--- src/rtl/id_scoreboard.sv ---
// id_scoreboard: per-register in-flight write counters for the ID stage.
// Holds ID on RAW or counter saturation; also keeps a sticky underflow flag and a stall counter.
module id_scoreboard #(
    parameter int NREG  = 32,
    parameter int CNT_W = 2
) (
    input  logic            clk,
    input  logic            resetn,
    input  logic            id_valid,
    input  logic            exe_allowin,
    input  logic [4:0]      id_rs1,
    input  logic            id_rs1_used,
    input  logic [4:0]      id_rs2,
    input  logic            id_rs2_used,
    input  logic            id_rf_we,
    input  logic [4:0]      id_rf_waddr,
    input  logic            wb_valid,
    input  logic            wb_rf_we,
    input  logic [4:0]      wb_rf_waddr,
    output logic            id_ready_go,
    output logic [NREG-1:0] busy_mask,
    output logic            sb_err,
    output logic [31:0]     stall_cycles
);
    localparam logic [CNT_W-1:0] CNT_MAX = '1;
    localparam logic [NREG-1:0]  ONE_HOT = {{(NREG-1){1'b0}}, 1'b1};

    logic [CNT_W-1:0] cnt_q [NREG];
    logic [CNT_W-1:0] cnt_d [NREG];
    logic             err_q, err_d;
    logic [31:0]      stall_q, stall_d;
    logic             raw1, raw2, sat, issue, inc, dec;
    logic [NREG-1:0]  inc_hit, dec_hit;

    assign raw1        = id_rs1_used && id_rs1 != '0 && cnt_q[id_rs1] != '0;
    assign raw2        = id_rs2_used && id_rs2 != '0 && cnt_q[id_rs2] != '0;
    assign sat         = id_rf_we && id_rf_waddr != '0 && cnt_q[id_rf_waddr] == CNT_MAX;
    assign id_ready_go = !(raw1 || raw2 || sat);
    assign issue       = id_valid && id_ready_go && exe_allowin;
    assign inc         = issue && id_rf_we && id_rf_waddr != '0;
    assign dec         = wb_valid && wb_rf_we && wb_rf_waddr != '0;
    assign inc_hit     = inc ? ONE_HOT << id_rf_waddr : '0;
    assign dec_hit     = dec ? ONE_HOT << wb_rf_waddr : '0;

    // An issue and a retire on the same register cancel out; a retire at zero is held at zero.
    always_comb begin
        cnt_d = cnt_q;
        for (int i = 1; i < NREG; i++)
            cnt_d[i] = (inc_hit[i] && !dec_hit[i]) ? cnt_q[i] + 1'b1 :
                       (dec_hit[i] && !inc_hit[i] && cnt_q[i] != '0) ? cnt_q[i] - 1'b1 : cnt_q[i];
        err_d   = err_q || (dec && cnt_q[wb_rf_waddr] == '0);
        stall_d = stall_q + 32'(id_valid && !id_ready_go);
    end

    always_comb begin
        busy_mask = '0;
        for (int i = 1; i < NREG; i++)
            busy_mask[i] = cnt_q[i] != '0;
    end

    always_ff @(posedge clk or negedge resetn) begin
        if (!resetn) begin
            for (int i = 0; i < NREG; i++)
                cnt_q[i] <= '0;
            err_q   <= 1'b0;
            stall_q <= '0;
        end else begin
            cnt_q   <= cnt_d;
            err_q   <= err_d;
            stall_q <= stall_d;
        end
    end

    assign sb_err       = err_q;
    assign stall_cycles = stall_q;
endmodule

--- config.mk ---
export PLATFORM = sky130hd
export DESIGN_NAME = id_scoreboard
export DESIGN_NICKNAME = d
export VERILOG_FILES = /design/src/rtl/id_scoreboard.sv
export SDC_FILE = /design/constraint.sdc
export NUM_CORES = 1
export LEC_CHECK = 0
export BUFFER_PORTS_ARGS = -buffer_cell sky130_fd_sc_hd__buf_2
export CORE_UTILIZATION = 50
export CTS_CLUSTER_DIAMETER = 60
export CTS_CLUSTER_SIZE = 25
export DETAILED_ROUTE_END_ITERATION = 8
export PLACE_DENSITY_LB_ADDON = 0.12
export SETUP_SLACK_MARGIN = 0.02
export SYNTH_ARGS = -nofsm -noshare
export SYNTH_HDL_FRONTEND = slang
export SYNTH_SLANG_ARGS = --single-unit
--- constraint.sdc ---
create_clock -name clk -period 3.8 [get_ports clk]
set_clock_uncertainty 0.2 [all_clocks]
set_input_delay 0.19 -clock clk [delete_from_list [all_inputs] [get_ports clk]]
set_output_delay 0.19 -clock clk [all_outputs]
set_load 0.1 [all_outputs]
==> flow_summary_export.csv, run 1 <==
group,metric,value,unit
power_and_ir_drop,sw_frac_of_total,0.4399,
global_routing,grt_pass1_vias,6828,
worst_hold_path,min_from,"id_valid",
placement,port-buffer-count,93,
placement,pre_cts_ws,0.2586,ns
final_layout,fill_cells,1282,
setup_path,crit_arrival,3.79,ns
timing,hold_viol_final,0,
timing,max_slew_margin,0.5412,
floorplanning,core,13830,µm²
setup_path,crit_fanout,12,
timing,fin_tns_setup,0,ns
power_and_ir_drop,switching_power,0.001411,W
routing,vias,7449,
yosys,synth_area_leaders,"dfrtp_1, nand3_1, nor2_1",
status,outcome,"finished clean",
final_layout,regArea,2377,µm²
yosys,ys_ff_latch,95,
power_and_ir_drop,combPwrFrac,0.345,
timing,fin_crit_sh,0.9698,
timing,min_period,3.685,ns
cts,clock_path_buffers,2,
cts,clkTransAtPathRegs,0.07,ns
global_routing,grt_pass1_wl,37690,µm
timing,grt_setup_unrepaired,"no",
setup_path,reg2reg_to,"cnt_q[50]",
floorplanning,start_util,0.5105,
yosys,synth_flop_cell,"dfrtp_1",
floorplanning,die_y,120.8,µm
yosys,synthCells,879,
power_and_ir_drop,vdd_drop_max,0.0002463,V
timing,setup_ws,0.1146,ns
setup_path,reg2reg_from,"cnt_q[32]",
cts,cts_root_buffer,"clkbuf_16",
cts,clkSinkCount,95,
placement,place.gp.congestion,0.9710,
yosys,synth_commonest_cells,"nor2_1, dfrtp_1, nand3_1",
cts,cts_inserted_buffers,9,
yosys,synth_top_area_frac,0.3368,
power_and_ir_drop,pwr-share-seq,0.373,
global_routing,antenna_found_initial,0,
timing,worstMarginPinSlew,0.6856,ns
timing,final_max_slew_viol_count,0,
final_layout,fin_util,0.5894,
floorplanning,die_w,120.8,µm
routing,vias_per_cell,6.477,
power_and_ir_drop,power_density,393.4,nW/µm²
cts,cts_max_level,3,
yosys,syn_avg_cell_area,8.031,µm²
floorplanning,rows,43,
final_layout,num_antenna_cells,0,
yosys,asyncSetResetFlopFracSynth,1.000,
power_and_ir_drop,p_int,0.001796,W
routing,totalWireLength,23890,µm
run,drv_cap,0,
power_and_ir_drop,p_leak,3.777,nW
timing,fmax,0.2713,GHz
yosys,syn_area,7059,µm²
global_routing,grt_max_degree,42,
cts,cts_tree,"yes",
final_layout,layout.nets,996,
yosys,ys_types,68,
routing,post-route-drc-count,0,
yosys,synth_top_area_cell,"dfrtp_1",
final_layout,layout-drive-gt1-share,0.1938,
global_routing,grt.total_usage,0.3387,
worst_hold_path,hold_path_end,"stall_cycles[0]",
final_layout,multi_input_area,4398,µm²
power_and_ir_drop,clkPwrFrac,0.282,
setup_path,worst_ep_required_time,3.90,ns
worst_hold_path,hold_depth,3,
global_routing,grt_overflow,0,
routing,dr.first_iter.drc_count,915,
placement,dp_hpwl,17720,µm
floorplanning,ioPinCount,95,
routing,ant_nets,0,
yosys,syn-num-nets,910,
setup_path,reg2regPathDepth,10,
routing,avgRoutedWirePerCell,20.77,µm
setup_path,worstSetupStartpointType,"flip-flop",
setup_path,worstSetupPathType,"flip-flop to flip-flop",
yosys,yosysSeqAreaShare,0.3368,
yosys,yosysMostFrequentCell,"nor2_1",
final_layout,syn_to_final_growth,15.46,%
yosys,synth_edf_count,0,
setup_path,cp-end-kind,"flip-flop",
routing,drt-pass1-iter-count,6,
floorplanning,die_area,14600,µm²
setup_path,reg2reg_slack,0.11,ns
timing,setup_viol,0,
cts,clk_latency,0.37,ns
yosys,yosysWarnings,0,
worst_hold_path,hold_path.class,"primary input to flip-flop",
## final cells by class
cell class,count,share of cell area
flip-flops and latches,95,0.2917
clock inverters,7,0.006755
inverters,39,0.01980
multi-input cells,697,0.5396
well taps,180,0.02763
clock buffers,9,0.02763
repair buffers,123,0.08689
## logic make-up after synthesis
family / share of synthesized area
AND/OR/NAND/NOR: 0.3192
adder cells (fa/ha/maj): 0.003544
multiplexers: 0.05530
other: 0.0005312
buffers and inverters: 0.04981
flip-flops: 0.3368
XOR/XNOR: 0.05583
AO/OA/AOI/OAI: 0.1790
## power by group through the flow
stage / Sequential, W / Combinational [W] / Clock [W]
after floorplan: 0.00138 / 0.000646 / 0
after global placement: 0.00121 / 0.00108 / 0
after detailed placement: 0.00121 / 0.00109 / 0
after CTS: 0.00119 / 0.00109 / 0.000921
after global routing: 0.00121 / 0.00116 / 0.000954
final: 0.00120 / 0.00111 / 0.000906
## state kept, by name, summed over array words and instances (netlist names)
signal / count
cnt_q: 62
stall_cycles: 32
sb_err: 1
## metal layers
layer	GRT usage	up-vias	share of wire
met5	0	-	0
met4	0.1590	0	0.046
met3	0.07500	92	0.11
met2	0.5100	460	0.43
met1	0.4607	3512	0.41
li1	-	3385	-
## per-stage QoR
step / instance area (µm²) / hold slack (ns) / std cells / power [W]
final: 8150 / 0.07053 / 1150 / 0.003206
after global routing: 8150 / 0.1196 / 1150 / 0.003327
after CTS: 8125 / 0.07851 / 1149 / 0.003206
after detailed placement: 7835 / 0.01319 / 1132 / 0.002302
after global placement: 7835 / 0.01657 / 1132 / 0.002294
after floorplan: 7134 / -0.3056 / 879 / 0.002022
## cells in the final DEF, fill, tap and decap left out, drive strengths merged, types with 6 or more instances in the layout
cell and count:
a2111oi 6, a211oi 11, a21boi 16, a21o 11, a21oi 9, a22oi 11, a31oi 8, a41oi 6
and2 8, and3 18, buf 122, clkbuf 9, clkinvlp 6, dfrtp 95, inv 39, mux4 15
nand2 87, nand2b 7, nand3 88, nand3b 10, nand4 28, nor2 112, nor2b 10, nor3 54
nor4 7, o211ai 11, o21ai 27, o22a 17, or2 9, xnor2 39, xor2 6
## timing repair
action	4_1_cts	5_1_grt
gates resized for setup	0	3
hold buffers	1	0
endpoints found under the setup margin	0	10
setup buffers	0	1
hold endpoints to repair	39	0
## critical path, stage by stage, from the launching register on
cell	delay, ns
dfrtp_1	0.44
nor2_2	0.39
clkinvlp_4	0.17
mux4_2	0.50
a21oi_2	0.15
o211ai_1	0.18
buf_4	0.18
buf_4	0.18
or4_4	0.60
or4_1	0.53
nand3b_1	0.09
## worst max path at each step
stage,slack (ns),endpoint,start
2_1_floorplan,-0.13,stall_cycles[27],cnt_q[40]
3_3_place_gp,0.30,stall_cycles[29],id_rs1[0]
3_5_place_dp,0.26,stall_cycles[24],cnt_q[48]
4_1_cts,0.23,stall_cycles[24],cnt_q[48]
5_1_grt,0.03,cnt_q[12],cnt_q[32]
6_report,0.11,cnt_q[50],cnt_q[32]
Note: power is estimated with default switching activity, not from simulation.
==> run 2: changes to the inputs <==
--- a/config.mk
+++ b/config.mk
@@ -5,6 +5,7 @@
 export SDC_FILE = /design/constraint.sdc
 export NUM_CORES = 1
 export LEC_CHECK = 0
+export ABC_AREA = 1
 export BUFFER_PORTS_ARGS = -buffer_cell sky130_fd_sc_hd__buf_2
 export CORE_UTILIZATION = 50
 export CTS_CLUSTER_DIAMETER = 60
==> run 2 against run 1 <==
Effect of this change: sequential cell count stayed put; critical endpoint is now stall_cycles[31]; core utilization up 2.9 points; first-iteration DRC count fell by 13%; synthesized cell count grew 33%; count of clock-buffer cells in the layout grew 1; highest routed layer unchanged; sequential share of layout area shrank 1.6 points; die area is 2.3% higher; critical path depth grew 12; worst hold slack improved by 0.00072 ns; global-route usage up 0.20 points.
==> flow_summary_export.csv, run 2 <==
group,metric,value,unit
floorplanning,die_w,122.2,µm
timing,final_max_slew_viol_count,0,
yosys,syn_area,7224,µm²
cts,cts_tree,"yes",
timing,setup_ws,0.2595,ns
routing,drt-pass1-iter-count,7,
routing,dr.first_iter.drc_count,793,
cts,cts_root_buffer,"clkbuf_16",
floorplanning,core,13990,µm²
yosys,yosysMostFrequentCell,"nand2_1",
final_layout,final_cell_mix,"nand2_1, nand3_1, inv_1",
setup_path,crit_family,"simple AND/OR/NAND/NOR gates",
power_and_ir_drop,clkPwrFrac,0.294,
final_layout,layout-drive-gt1-share,0.1693,
routing,vias,8196,
timing,fin_crit_sh,0.9317,
routing,vias_per_cell,5.583,
power_and_ir_drop,p_int,0.001962,W
setup_path,slowest_delay,0.45,ns
routing,post-route-drc-count,0,
final_layout,instances_no_fill,1468,
yosys,syn_avg_cell_area,6.175,µm²
placement,pre_cts_ws,-0.05451,ns
setup_path,crit_top_cell,"nand2_1",
timing,min_period,3.540,ns
setup_path,worst_ep_required_time,3.85,ns
final_layout,largest_register_ffs,62,
power_and_ir_drop,p_leak,4.340,nW
yosys,ys_types,41,
final_layout,regArea,2380,µm²
setup_path,worstSetupStartpointType,"flip-flop",
setup_path,crit_fanout,5,
floorplanning,start_util,0.5165,
yosys,synth_edf_count,0,
routing,ant_nets,0,
yosys,synth_flop_cell,"dfrtp_1",
placement,dp_hpwl,19180,µm
routing,totalWireLength,24680,µm
global_routing,grt_max_degree,45,
cts,clk_latency,0.36,ns
floorplanning,ioPinCount,95,
cts,cts_max_level,3,
routing,avgRoutedWirePerCell,16.81,µm
floorplanning,rows,43,
timing,worstMarginPinSlew,0.9047,ns
status,outcome,"finished clean",
power_and_ir_drop,combPwrFrac,0.372,
final_layout,fill_cells,1367,
final_layout,top_register,"cnt_q",
global_routing,grt.total_usage,0.3407,
timing,setup_viol,0,
power_and_ir_drop,power_density,413.6,nW/µm²
setup_path,path_buf_inv,1,
floorplanning,die_area,14930,µm²
yosys,yosysWarnings,0,
run,drv_cap,0,
timing,fmax,0.2824,GHz
yosys,yosysSeqAreaShare,0.3291,
setup_path,cp-end-kind,"flip-flop",
setup_path,crit_path_top_delay_cell,"dfrtp_1",
cts,clock_path_buffers,2,
placement,port-buffer-count,93,
setup_path,worstSetupPathType,"flip-flop to flip-flop",
yosys,synth_area_leaders,"dfrtp_1, nand2_1, nand3_1",
power_and_ir_drop,total_power,0.003576,W
final_layout,multi_input_area,4225,µm²
yosys,synth_top_area_cell,"dfrtp_1",
setup_path,crit_arrival,3.59,ns
yosys,synth_top_area_frac,0.3291,
placement,place.gp.congestion,0.9995,
final_layout,syn_to_final_growth,19.69,%
final_layout,num_antenna_cells,0,
yosys,synthCells,1170,
yosys,synth_commonest_cells,"nand2_1, nand3_1, inv_1",
timing,hold_viol_final,0,
timing,max_slew_margin,0.3913,
global_routing,grt_pass1_vias,7515,
power_and_ir_drop,vdd_drop_max,0.0004552,V
setup_path,cp_cell_sequence,"inv_1 > nand2_4 > a21oi_1 > o21ai_0 > nand2_1 > nand3_1 > nand2_1 > nand2_1 > nand2_1 > nand2_2 > nor2_4 > nor2_2 > ha_2 > and3_4 > nand2_2 > nor2_4 > nand4_1 > nor4_4 > nand3_4 > nor3_4 > nand2_1 > xnor2_1",
global_routing,antenna_found_initial,0,
yosys,syn-num-nets,1201,
power_and_ir_drop,switching_power,0.001614,W
final_layout,layout.nets,1314,
power_and_ir_drop,pwr-share-seq,0.335,
cts,cts_inserted_buffers,9,
final_layout,final_common_cell,"nand2_1",
yosys,asyncSetResetFlopFracSynth,1.000,
worst_hold_path,hold_path.class,"primary input to flip-flop",
placement,numPlacedInstances,1448,
cts,clkTransAtPathRegs,0.07,ns
global_routing,grt_overflow,0,
power_and_ir_drop,sw_frac_of_total,0.4513,
cts,clkSinkCount,95,
yosys,ys_ff_latch,95,
floorplanning,die_y,122.2,µm
global_routing,grt_pass1_wl,38630,µm
run 2: cell count changes after synthesis, sizes merged, moves of 20 or more:
cell / previous run / this run
inv: 39 / 174
nand2: 87 / 327
xnor2: 39 / 3
nand3: 88 / 218
nor3: 54 / 27
a21oi: 9 / 29
nor2: 112 / 155
run 2: worst min-delay path, stage by stage:
cell	delay, ns
buf_2	0.11
inv_1	0.05
nor2_2	0.11
ha_2	0.14
run 2: metal layers:
layer,part of all wire,track usage
met1,0.41,0.4438
met2,0.44,0.5256
met3,0.11,0.08052
met4,0.040,0.1723
met5,0,0
run 2: power groups by stage:
stage                     logic [W]  clock network (W)  registers [W]
after detailed placement    0.00130                  0        0.00121
final                       0.00133            0.00105        0.00120
after global placement      0.00130                  0        0.00121
after CTS                   0.00130            0.00106        0.00119
after floorplan            0.000787                  0        0.00140
after global routing        0.00140            0.00110        0.00121
run 2: path summary, 6_finish.rpt:
| kind | slack (ns) | cells past startpoint | start | end |
|---|---|---|---|---|
| setup / recovery | 0.26 | 22 | cnt_q[0] | stall_cycles[31] |
| hold / removal | 0.07 | 4 | id_valid | stall_cycles[0] |
| setup reg to reg | 0.26 | 22 | cnt_q[0] | stall_cycles[31] |
| hold reg to reg | 0.27 | 1 | stall_cycles[31] | stall_cycles[31] |
| max in group asynchronous | 2.40 | 3 | resetn | cnt_q[36] |
| min in group asynchronous | 0.10 | 2 | resetn | cnt_q[5] |
run 2: per-stage QoR:
step	hold slack (ns)	cell area (µm²)	utilization	TNS (ns)
finish	0.07125	8647	0.6182	0
global route	0.09735	8647	0.6182	-0.02164
CTS	0.06528	8496	0.6073	0
detailed placement	-0.04914	8138	0.5818	-0.1265
global placement	-0.04888	8138	0.5818	0
floorplan	-0.3056	7353	-	0
run 2: final cells by class:
class	instances	share of cell area
multi-input combinational	868	0.4886
sequential	95	0.2752
timing repair buffer	133	0.09058
inverter	176	0.07987
clock buffer	10	0.02764
tap	180	0.02605
clock inverter	6	0.01201
run 2: repair_timing:
action / CTS / global route
gates resized for setup: 1 / 36
hold buffers: 1 / 0
setup buffers: 0 / 3
pin swaps: 0 / 7
hold endpoints to repair: 26 / 0
setup endpoints to repair: 3 / 15
run 2: cell families after synthesis:
kind of cell / count (synthesis) / share of synthesized area
AOI/OAI and AO/OA: 89 / 0.06962
xor gates and xnor gates: 24 / 0.02910
adders and majority gates: 2 / 0.003463
buffers and inverters: 207 / 0.1167
DFF: 95 / 0.3291
other: 1 / 0.0005191
and+or+nand+nor: 752 / 0.4515
